==> src/rtl/uart_pkg.sv <==
// Shared UART definitions: receive FSM state encoding and framing widths.
package uart_pkg;

    localparam int UART_MAX_BITS = 8;
    localparam int BIT_CNT_W     = 3;

    typedef enum logic [2:0] {
        IDLE   = 3'd0,
        START  = 3'd1,
        DATA   = 3'd2,
        PARITY = 3'd3,
        STOP   = 3'd4,
        BREAK  = 3'd5
    } uart_state_e;

endpackage

==> src/rtl/sync_2ff.sv <==
// Two-flop synchroniser for a single asynchronous input bit.
module sync_2ff #(
    parameter logic RESET_VAL = 1'b1
) (
    input  logic clk,
    input  logic rst,
    input  logic d,
    output logic q
);

    logic meta;

    always_ff @(posedge clk or posedge rst) begin
        if (rst) begin
            meta <= RESET_VAL;
            q    <= RESET_VAL;
        end else begin
            meta <= d;
            q    <= meta;
        end
    end

endmodule

==> src/rtl/uart_rx_fsm.sv <==
// UART receive framing engine: start detect, mid-bit sampling, parity and stop checks.
//
// state  | meaning
// IDLE   | line idle, waiting for a falling edge on the synchronised line
// START  | baud counter running, confirming the start bit at mid-bit
// DATA   | shifting in DATA_BITS data bits, LSB first
// PARITY | sampling the parity bit and latching the mismatch flag
// STOP   | sampling the stop bit and issuing the result strobe
// BREAK  | stop bit was low; waiting for the line to return high
module uart_rx_fsm #(
    parameter int DATA_BITS  = 8,
    parameter int PARITY_EN  = 0,
    parameter int PARITY_ODD = 0
) (
    input  logic       clk,
    input  logic       rst,
    input  logic       rxd,
    input  logic       baud_pulse,
    output logic       baud_en,
    output logic [7:0] rx_data,
    output logic       rx_valid,
    output logic       frame_err,
    output logic       parity_err,
    output logic       busy
);
    import uart_pkg::*;

    localparam logic [BIT_CNT_W-1:0] LAST_BIT = BIT_CNT_W'(DATA_BITS - 1);

    uart_state_e            state, state_nxt;
    logic                   rxd_s, rxd_d;
    logic [DATA_BITS-1:0]   shift_reg;
    logic [BIT_CNT_W-1:0]   bit_cnt;
    logic                   par_err_q;
    logic                   par_bad;
    logic                   shift_en, cnt_clr, par_store, data_load;
    logic                   valid_nxt, ferr_nxt, perr_nxt;

    sync_2ff #(.RESET_VAL(1'b1)) u_sync (
        .clk (clk),
        .rst (rst),
        .d   (rxd),
        .q   (rxd_s)
    );

    // Parity over data plus the received parity bit: 1 means odd count of ones.
    assign par_bad = (PARITY_ODD != 0) ? ~(^shift_reg ^ rxd_s) : (^shift_reg ^ rxd_s);

    assign baud_en = (state == START) || (state == DATA) ||
                     (state == PARITY) || (state == STOP);
    assign busy    = (state != IDLE);

    always_comb begin
        state_nxt = state;
        shift_en  = 1'b0;
        cnt_clr   = 1'b0;
        par_store = 1'b0;
        data_load = 1'b0;
        valid_nxt = 1'b0;
        ferr_nxt  = 1'b0;
        perr_nxt  = 1'b0;
        case (state)
            IDLE: begin
                if (rxd_d && !rxd_s) state_nxt = START;
            end
            START: begin
                if (baud_pulse) begin
                    if (!rxd_s) begin
                        state_nxt = DATA;
                        cnt_clr   = 1'b1;
                    end else begin
                        state_nxt = IDLE;
                    end
                end
            end
            DATA: begin
                if (baud_pulse) begin
                    shift_en = 1'b1;
                    if (bit_cnt == LAST_BIT) begin
                        if (PARITY_EN != 0) state_nxt = PARITY;
                        else                state_nxt = STOP;
                    end
                end
            end
            PARITY: begin
                if (baud_pulse) begin
                    par_store = 1'b1;
                    state_nxt = STOP;
                end
            end
            STOP: begin
                if (baud_pulse) begin
                    data_load = 1'b1;
                    if (rxd_s) begin
                        valid_nxt = !par_err_q;
                        perr_nxt  = par_err_q;
                        state_nxt = IDLE;
                    end else begin
                        ferr_nxt  = 1'b1;
                        state_nxt = BREAK;
                    end
                end
            end
            BREAK: begin
                if (rxd_s) state_nxt = IDLE;
            end
            default: state_nxt = IDLE;
        endcase
    end

    always_ff @(posedge clk or posedge rst) begin
        if (rst) begin
            state      <= IDLE;
            rxd_d      <= 1'b1;
            shift_reg  <= '0;
            bit_cnt    <= '0;
            par_err_q  <= 1'b0;
            rx_data    <= '0;
            rx_valid   <= 1'b0;
            frame_err  <= 1'b0;
            parity_err <= 1'b0;
        end else begin
            state      <= state_nxt;
            rxd_d      <= rxd_s;
            rx_valid   <= valid_nxt;
            frame_err  <= ferr_nxt;
            parity_err <= perr_nxt;
            if (cnt_clr) begin
                bit_cnt   <= '0;
                par_err_q <= 1'b0;
            end else if (shift_en) begin
                bit_cnt <= bit_cnt + 1'b1;
            end
            if (shift_en)  shift_reg <= {rxd_s, shift_reg[DATA_BITS-1:1]};
            if (par_store) par_err_q <= par_bad;
            if (data_load) rx_data   <= UART_MAX_BITS'(shift_reg);
        end
    end

endmodule

==> config.mk <==
export PLATFORM = sky130hd
export DESIGN_NAME = uart_rx_fsm
export DESIGN_NICKNAME = d
export VERILOG_FILES = /design/src/rtl/uart_pkg.sv /design/src/rtl/sync_2ff.sv /design/src/rtl/uart_rx_fsm.sv
export SDC_FILE = /design/constraint.sdc
export NUM_CORES = 1
export LEC_CHECK = 0
export CAP_MARGIN = 20
export CELL_PAD_IN_SITES_DETAIL_PLACEMENT = 2
export CELL_PAD_IN_SITES_GLOBAL_PLACEMENT = 2
export CORE_ASPECT_RATIO = 0.75
export CORE_MARGIN = 2
export CORE_UTILIZATION = 33
export CTS_CLUSTER_DIAMETER = 30
export CTS_CLUSTER_SIZE = 10
export DETAILED_ROUTE_END_ITERATION = 10
export PLACE_DENSITY = 0.79
export SLEW_MARGIN = 20
export SYNTH_ARGS = -nofsm -noshare
export SYNTH_HDL_FRONTEND = slang
export SYNTH_SLANG_ARGS = --single-unit
export TNS_END_PERCENT = 50
==> constraint.sdc <==
create_clock -name clk -period 1.2 [get_ports clk]
set_input_delay 0.3 -clock clk [delete_from_list [all_inputs] [get_ports clk]]
set_output_delay 0.3 -clock clk [all_outputs]
set_load 0.1 [all_outputs]
==> flow_metrics.tcl, run 1 <==
set metrics [dict create \
    fin_ws_ns -0.436 \
    outcome "finished, violations left" \
    drive_gt1_share_pct 65.5 \
    power_frac_comb_pct 61.6 \
    peakVddDrop_uv 1770 \
    grt-busiest-layer "met2" \
    cts_tree "yes" \
    fin_crit_sh_pct 136 \
    synthArstFlopShare_pct 100 \
    hold_ws_ns 0.350 \
    globalplace.congestion 0.828 \
    cts_sinks 29 \
    die_h_um 57.0 \
    clock_skew_ns 0.0115 \
    synth_edf_count 0 \
    yosys_warnings 0 \
    met3_usage_pct 5.12 \
    grt_pass1_wl_um 6980 \
    first_pass_iters 4 \
    fin_cells 200 \
    synth_cells 92 \
    fmax_mhz 611 \
    yosys_register_bits 29 \
    critPathCaptureType "output pin" \
    area_delta_synth_final_pct 73.0 \
    synthTopCellsByArea "dfrtp_1, mux2_2, dfstp_2" \
    post-place-ws_ns -0.549 \
    grt_max_degree 30 \
    fp.dieArea_sq_mm 0.00426 \
    synth_ff_type "dfrtp_1" \
    cts_hold_buf 0 \
    crit_required_ns 0.90 \
    dp_hpwl_um 2350 \
    cts_buffer_depth 2 \
    finalWirelength_um 5190 \
    crit_path_start_kind "flip-flop" \
    syn-num-nets 98 \
    finish.utilization_pct 58.9 \
    p_int_uw 3730 \
    hold_class "primary input to asynchronous set/reset pin" \
    htree_levels 2 \
    core-area_sq_mm 0.00364 \
    antenna_found_initial 0 \
    io_pins 17 \
    yosys.area.top_type "dfrtp_1" \
    grt_pass1_vias 1128 \
    dp.cells 179 \
    postRouteAntennaNets 0 \
    slew_violations 0 \
    slew_headroom_pct 76.5 \
    yosysSeqAreaShare_pct 58.9 \
    yosys-top-cells-count "dfrtp_1, mux2_2, nor2_1" \
    rsz0062_at_grt "true" \
    root_buffer "clkbuf_8" \
    vias 986 \
    yosys.cell_count.top_type "dfrtp_1" \
    post-route-drc-count 0 \
    initial_core_util_pct 34.0 \
    violations "negative setup slack" \
    slowest_stage "dfrtp_2" \
    viasPerCell 4.93 \
    setup_viol 35 \
    power_density_mw_per_mm2 3160 \
    clkLatencyLatePin_ns 0.31 \
    finalHoldViolCount 0 \
    final_nets 153 \
    diodes 0 \
    numPortBuffers 16 \
    p_clk_share_pct 14.4 \
    grt_usage_pct 24.0 \
    period_minus_slack_ns 1.64 \
    crit_fanout 4 \
    seq_power_share_pct 24.0 \
    switching_share_pct 44.9 \
    synth_top_area_share_pct 52.6 \
    fp.dieW_um 74.7 \
    rows 19 \
    worstMarginPinSlew_ns 0.353 \
    p_sw_uw 3030 \
    p_leak_uw 0.00101 \
    yosysUniqueCellTypes 23 \
    cts.clk_slew.worst_paths_ns 0.08 \
    syn_area_sq_mm 0.00124 \
    maxCapViolations 0 \
    cpPeakStageDelay_ns 0.44 \
    avgSynthCellArea_sq_um 13.5 \
    path_cells "or3_4 > buf_12" \
    gr-usage-met1_pct 30.2 \
    use_met2_pct 38.9 \
    cp.arrival_ns 1.34 \
    finalPower_uw 6760 \
    wl_per_cell_um 26.0 \
    drtIter0Drc 33 \
    path_class "flip-flop to output pin" \
    grt_overflow 0 \
    cts_made_buffers 5 \
]
## stage by stage
stage	instance area (sq um)	TNS, ns
4_1_cts	2020	-6.62
3_5_place_dp	1800	-11.73
5_1_grt	2140	-8.81
6_report	2140	-7.47
2_1_floorplan	1310	-2.85
3_3_place_gp	1800	-9.76
## final timing paths
| check | start | end | slack (ns) | depth (start not counted) |
|---|---|---|---|---|
| max in group asynchronous | rst | u_sync.q$_DFF_PP1_ | 0.59 | 3 |
| worst max register to register | shift_reg[4]$_DFFE_PP0P_ | par_err_q$_DFFE_PP0P_ | -0.41 | 4 |
| worst max-delay path | state[2]$_DFFE_PP0P_ | busy | -0.44 | 2 |
| min in group clk | u_sync.meta$_DFF_PP1_ | u_sync.q$_DFF_PP1_ | 0.37 | 0 |
| worst min-delay path | rst | frame_err$_DFF_PP0_ | 0.35 | 3 |
| worst min register to register | u_sync.meta$_DFF_PP1_ | u_sync.q$_DFF_PP1_ | 0.37 | 0 |
## power by group through the flow
| stage | Sequential [uW] | Combinational (uW) | Clock, uW |
|---|---|---|---|
| floorplan | 2000 | 1600 | 0 |
| global placement | 1540 | 3170 | 0 |
| detailed placement | 1580 | 3300 | 0 |
| CTS | 1580 | 3590 | 914 |
| global route | 1660 | 4300 | 1030 |
| finish | 1620 | 4160 | 975 |
## what timing repair did
action | CTS | global route
setup buffers | 8 | 4
endpoints found under the setup margin | 30 | 37
cloned | 1 | 0
gates resized for setup | 13 | 21
pin swaps | 8 | 10
## layout make-up
cell class	count	area, sq um
well taps	52	65.1
clock buffers	7	96.3
repair buffers	50	581
fillers	314	1500
multi-input cells	60	656
flip-flops and latches	29	734
inverters	1	3.75
clock inverters	1	5.00
## cell usage in the layout, fill, tap and decap left out, drive strengths merged, types with 3 or more instances in the layout
master / Yosys / routed
dfrtp: 26 / 26
mux2: 16 / 16
and3: 3 / 4
xnor2: 6 / 6
buf: 2 / 47
nor2: 9 / 9
clkbuf: 1 / 7
o21ai: 4 / 4
nand2: 6 / 6
dfstp: 3 / 3
## layer usage
layer	wire length, um	part of all wire [%]
met3	146	2.8
met2	2740	53
met5	0	0
met4	180	3.5
met1	2130	41
## kinds of logic (layout without fill, tap and decap cells)
family / count (synthesis) / after routing / synth area share (%)
xor gates and xnor gates: 9 / 9 / 7.48
muxes: 18 / 18 / 16.2
adders and majority gates: 2 / 2 / 2.02
and+or+nand+nor: 22 / 23 / 9.00
buffers and inverters: 4 / 59 / 2.43
AOI/OAI and AO/OA: 8 / 8 / 3.94
DFF: 29 / 29 / 58.9
## worst max-delay path, delay by kind of cell (launching register included)
family | cells | cell delay (ns)
and+or+nand+nor | 1 | 0.41
DFF | 1 | 0.44
buffers and inverters | 1 | 0.17
Power figures use the tool's default switching activity.
==> run 2: changes to the inputs <==
--- a/config.mk
+++ b/config.mk
@@ -15,6 +15,7 @@
 export CTS_CLUSTER_SIZE = 10
 export DETAILED_ROUTE_END_ITERATION = 10
 export PLACE_DENSITY = 0.79
+export RECOVER_POWER = 25
 export SLEW_MARGIN = 20
 export SYNTH_ARGS = -nofsm -noshare
 export SYNTH_HDL_FRONTEND = slang
==> flow_metrics.tcl, run 2 (same netlist as run 1, synthesis figures left out) <==
set metrics [dict create \
    crit_family "flip-flops" \
    violations "negative setup slack" \
    root_buffer "clkbuf_8" \
    switching_share_pct 44.9 \
    htree_levels 2 \
    power_density_mw_per_mm2 3180 \
    period_minus_slack_ns 1.64 \
    hold_start "u_sync.meta$_DFF_PP1_" \
    crit_path_start_kind "flip-flop" \
    maxCapViolations 0 \
    drive_gt1_share_pct 65.5 \
    initial_core_util_pct 34.0 \
    crit_fanout 4 \
    viasPerCell 4.88 \
    final_nets 153 \
    p_clk_share_pct 14.4 \
    grt-busiest-layer "met2" \
    finalWirelength_um 5190 \
    grt_pass1_wl_um 6980 \
    path_cells "or3_4 > buf_12" \
    crit_required_ns 0.90 \
    globalplace.congestion 0.828 \
    critPathCaptureType "output pin" \
    regToRegSetupSlack_ns -0.41 \
    power_frac_comb_pct 61.5 \
    clock_skew_ns 0.0112 \
    dp_hpwl_um 2350 \
    grt_pass1_vias 1128 \
    fp.dieArea_sq_mm 0.00426 \
    gr-usage-met1_pct 30.2 \
    rows 19 \
    cts_made_buffers 5 \
    path_class "flip-flop to output pin" \
    postRouteAntennaNets 0 \
    cts_sinks 29 \
    area_delta_synth_final_pct 71.8 \
    rsz0062_at_grt "true" \
    slew_violations 0 \
    grt_overflow 0 \
    r2r-start "shift_reg[4]$_DFFE_PP0P_" \
    mostFrequentLayoutCells "buf_4, dfrtp_1, mux2_4, buf_12, clkbuf_8" \
    post-route-drc-count 0 \
    peakVddDrop_uv 1770 \
    post-place-ws_ns -0.549 \
    worstRegToRegCells 4 \
    numPortBuffers 16 \
    finalHoldViolCount 0 \
    cp.arrival_ns 1.34 \
    die_h_um 57.0 \
    grt_usage_pct 24.0 \
    crit_buf_inv 1 \
    cts_buffer_depth 2 \
    cts.clk_slew.worst_paths_ns 0.07 \
    vias 975 \
    seq_power_share_pct 24.1 \
    p_int_uw 3720 \
    slew_headroom_pct 50.6 \
    fin_ws_ns -0.436 \
    grt_max_degree 30 \
    fin_crit_sh_pct 136 \
    setup_viol 35 \
    fill_cells 315 \
    rr_endpoint "par_err_q$_DFFE_PP0P_" \
    diodes 0 \
    hold_ws_ns 0.375 \
    wl_per_cell_um 25.9 \
    worstMarginPinSlew_ns 0.741 \
    slowest_stage "dfrtp_2" \
    final_common_cell "buf_4" \
    hold_depth 0 \
    fmax_mhz 611 \
    fp.dieW_um 74.7 \
    outcome "finished, violations left" \
    hold_end "u_sync.q$_DFF_PP1_" \
    io_pins 17 \
    first_pass_iters 4 \
    cts_tree "yes" \
    core-area_sq_mm 0.00364 \
    path_depth 2 \
    antenna_found_initial 0 \
    use_met2_pct 38.9 \
    met3_usage_pct 5.12 \
    clkLatencyLatePin_ns 0.30 \
    drtIter0Drc 39 \
    p_sw_uw 3030 \
    cpPeakStageDelay_ns 0.44 \
    p_leak_uw 0.00100 \
    hold_class "flip-flop to flip-flop" \
]
run 2: changes by cell type in the layout (fill, tap and decap cells not counted):
| cell | change |
|---|---|
| buf_12 | -1 |
| clkbuf_2 | +1 |
| clkdlybuf4s50_1 | -1 |
| dlygate4sd3_1 | +1 |
run 2: how the worst max path moves through the flow:
stage	to	startpoint	slack, ns
final	busy	state[2]$_DFFE_PP0P_	-0.44
after global routing	baud_en	state[1]$_DFFE_PP0P_	-0.48
after CTS	busy	state[1]$_DFFE_PP0P_	-0.41
after detailed placement	rx_data[5]$_DFFE_PP0P_	baud_pulse	-0.55
after global placement	rx_data[5]$_DFFE_PP0P_	baud_pulse	-0.46
after floorplan	baud_en	state[2]$_DFFE_PP0P_	-0.22
run 2: through the flow:
stage | utilization (%) | power [uW] | instance area (sq um) | instances | setup TNS, ns
CTS | 55.6 | 6090 | 2020 | 196 | -6.62
global placement | 49.6 | 4710 | 1800 | 179 | -9.76
global route | 58.4 | 6980 | 2130 | 200 | -8.96
finish | 58.4 | 6750 | 2130 | 200 | -7.48
detailed placement | 49.6 | 4890 | 1800 | 179 | -11.73
floorplan | - | 3610 | 1310 | 92 | -2.85
run 2: power groups by stage:
stage	logic, uW	clock network, uW	registers [uW]
3_3_place_gp	3170	0	1540
6_report	4150	974	1620
5_1_grt	4290	1030	1660
2_1_floorplan	1600	0	2000
4_1_cts	3590	914	1580
3_5_place_dp	3300	0	1580
run 2: layer usage:
metal,routed length (um),share of wire [%],vias up
li1,-,-,423
met1,2120,41,510
met2,2740,53,29
met3,147,2.8,13
met4,180,3.5,0
met5,0,0,-
run 2: final cells by class:
type / count / area, sq um / area share [%]
sequential: 29 / 734 / 34.5
clock inverter: 1 / 5.00 / 0.235
tap: 52 / 65.1 / 3.06
clock buffer: 7 / 96.3 / 4.53
inverter: 1 / 3.75 / 0.177
timing repair buffer: 50 / 566 / 26.6
multi-input combinational: 60 / 656 / 30.8
run 2: worst register-to-register path, cell delays in order, from the launching register on:
cell and delay [ns]:
dfrtp_2 0.44, xnor2_2 0.26, xnor3_1 0.43, xnor2_2 0.18, o22ai_2 0.21
run 2: repair_timing:
item / CTS / global route
endpoints found under the hold margin: 0 / 0
hold buffers: 0 / 0
cloned: 1 / 0
resized for setup: 13 / 21
setup endpoints to repair: 30 / 37
buffers inserted: 8 / 4
pin swaps: 8 / 10
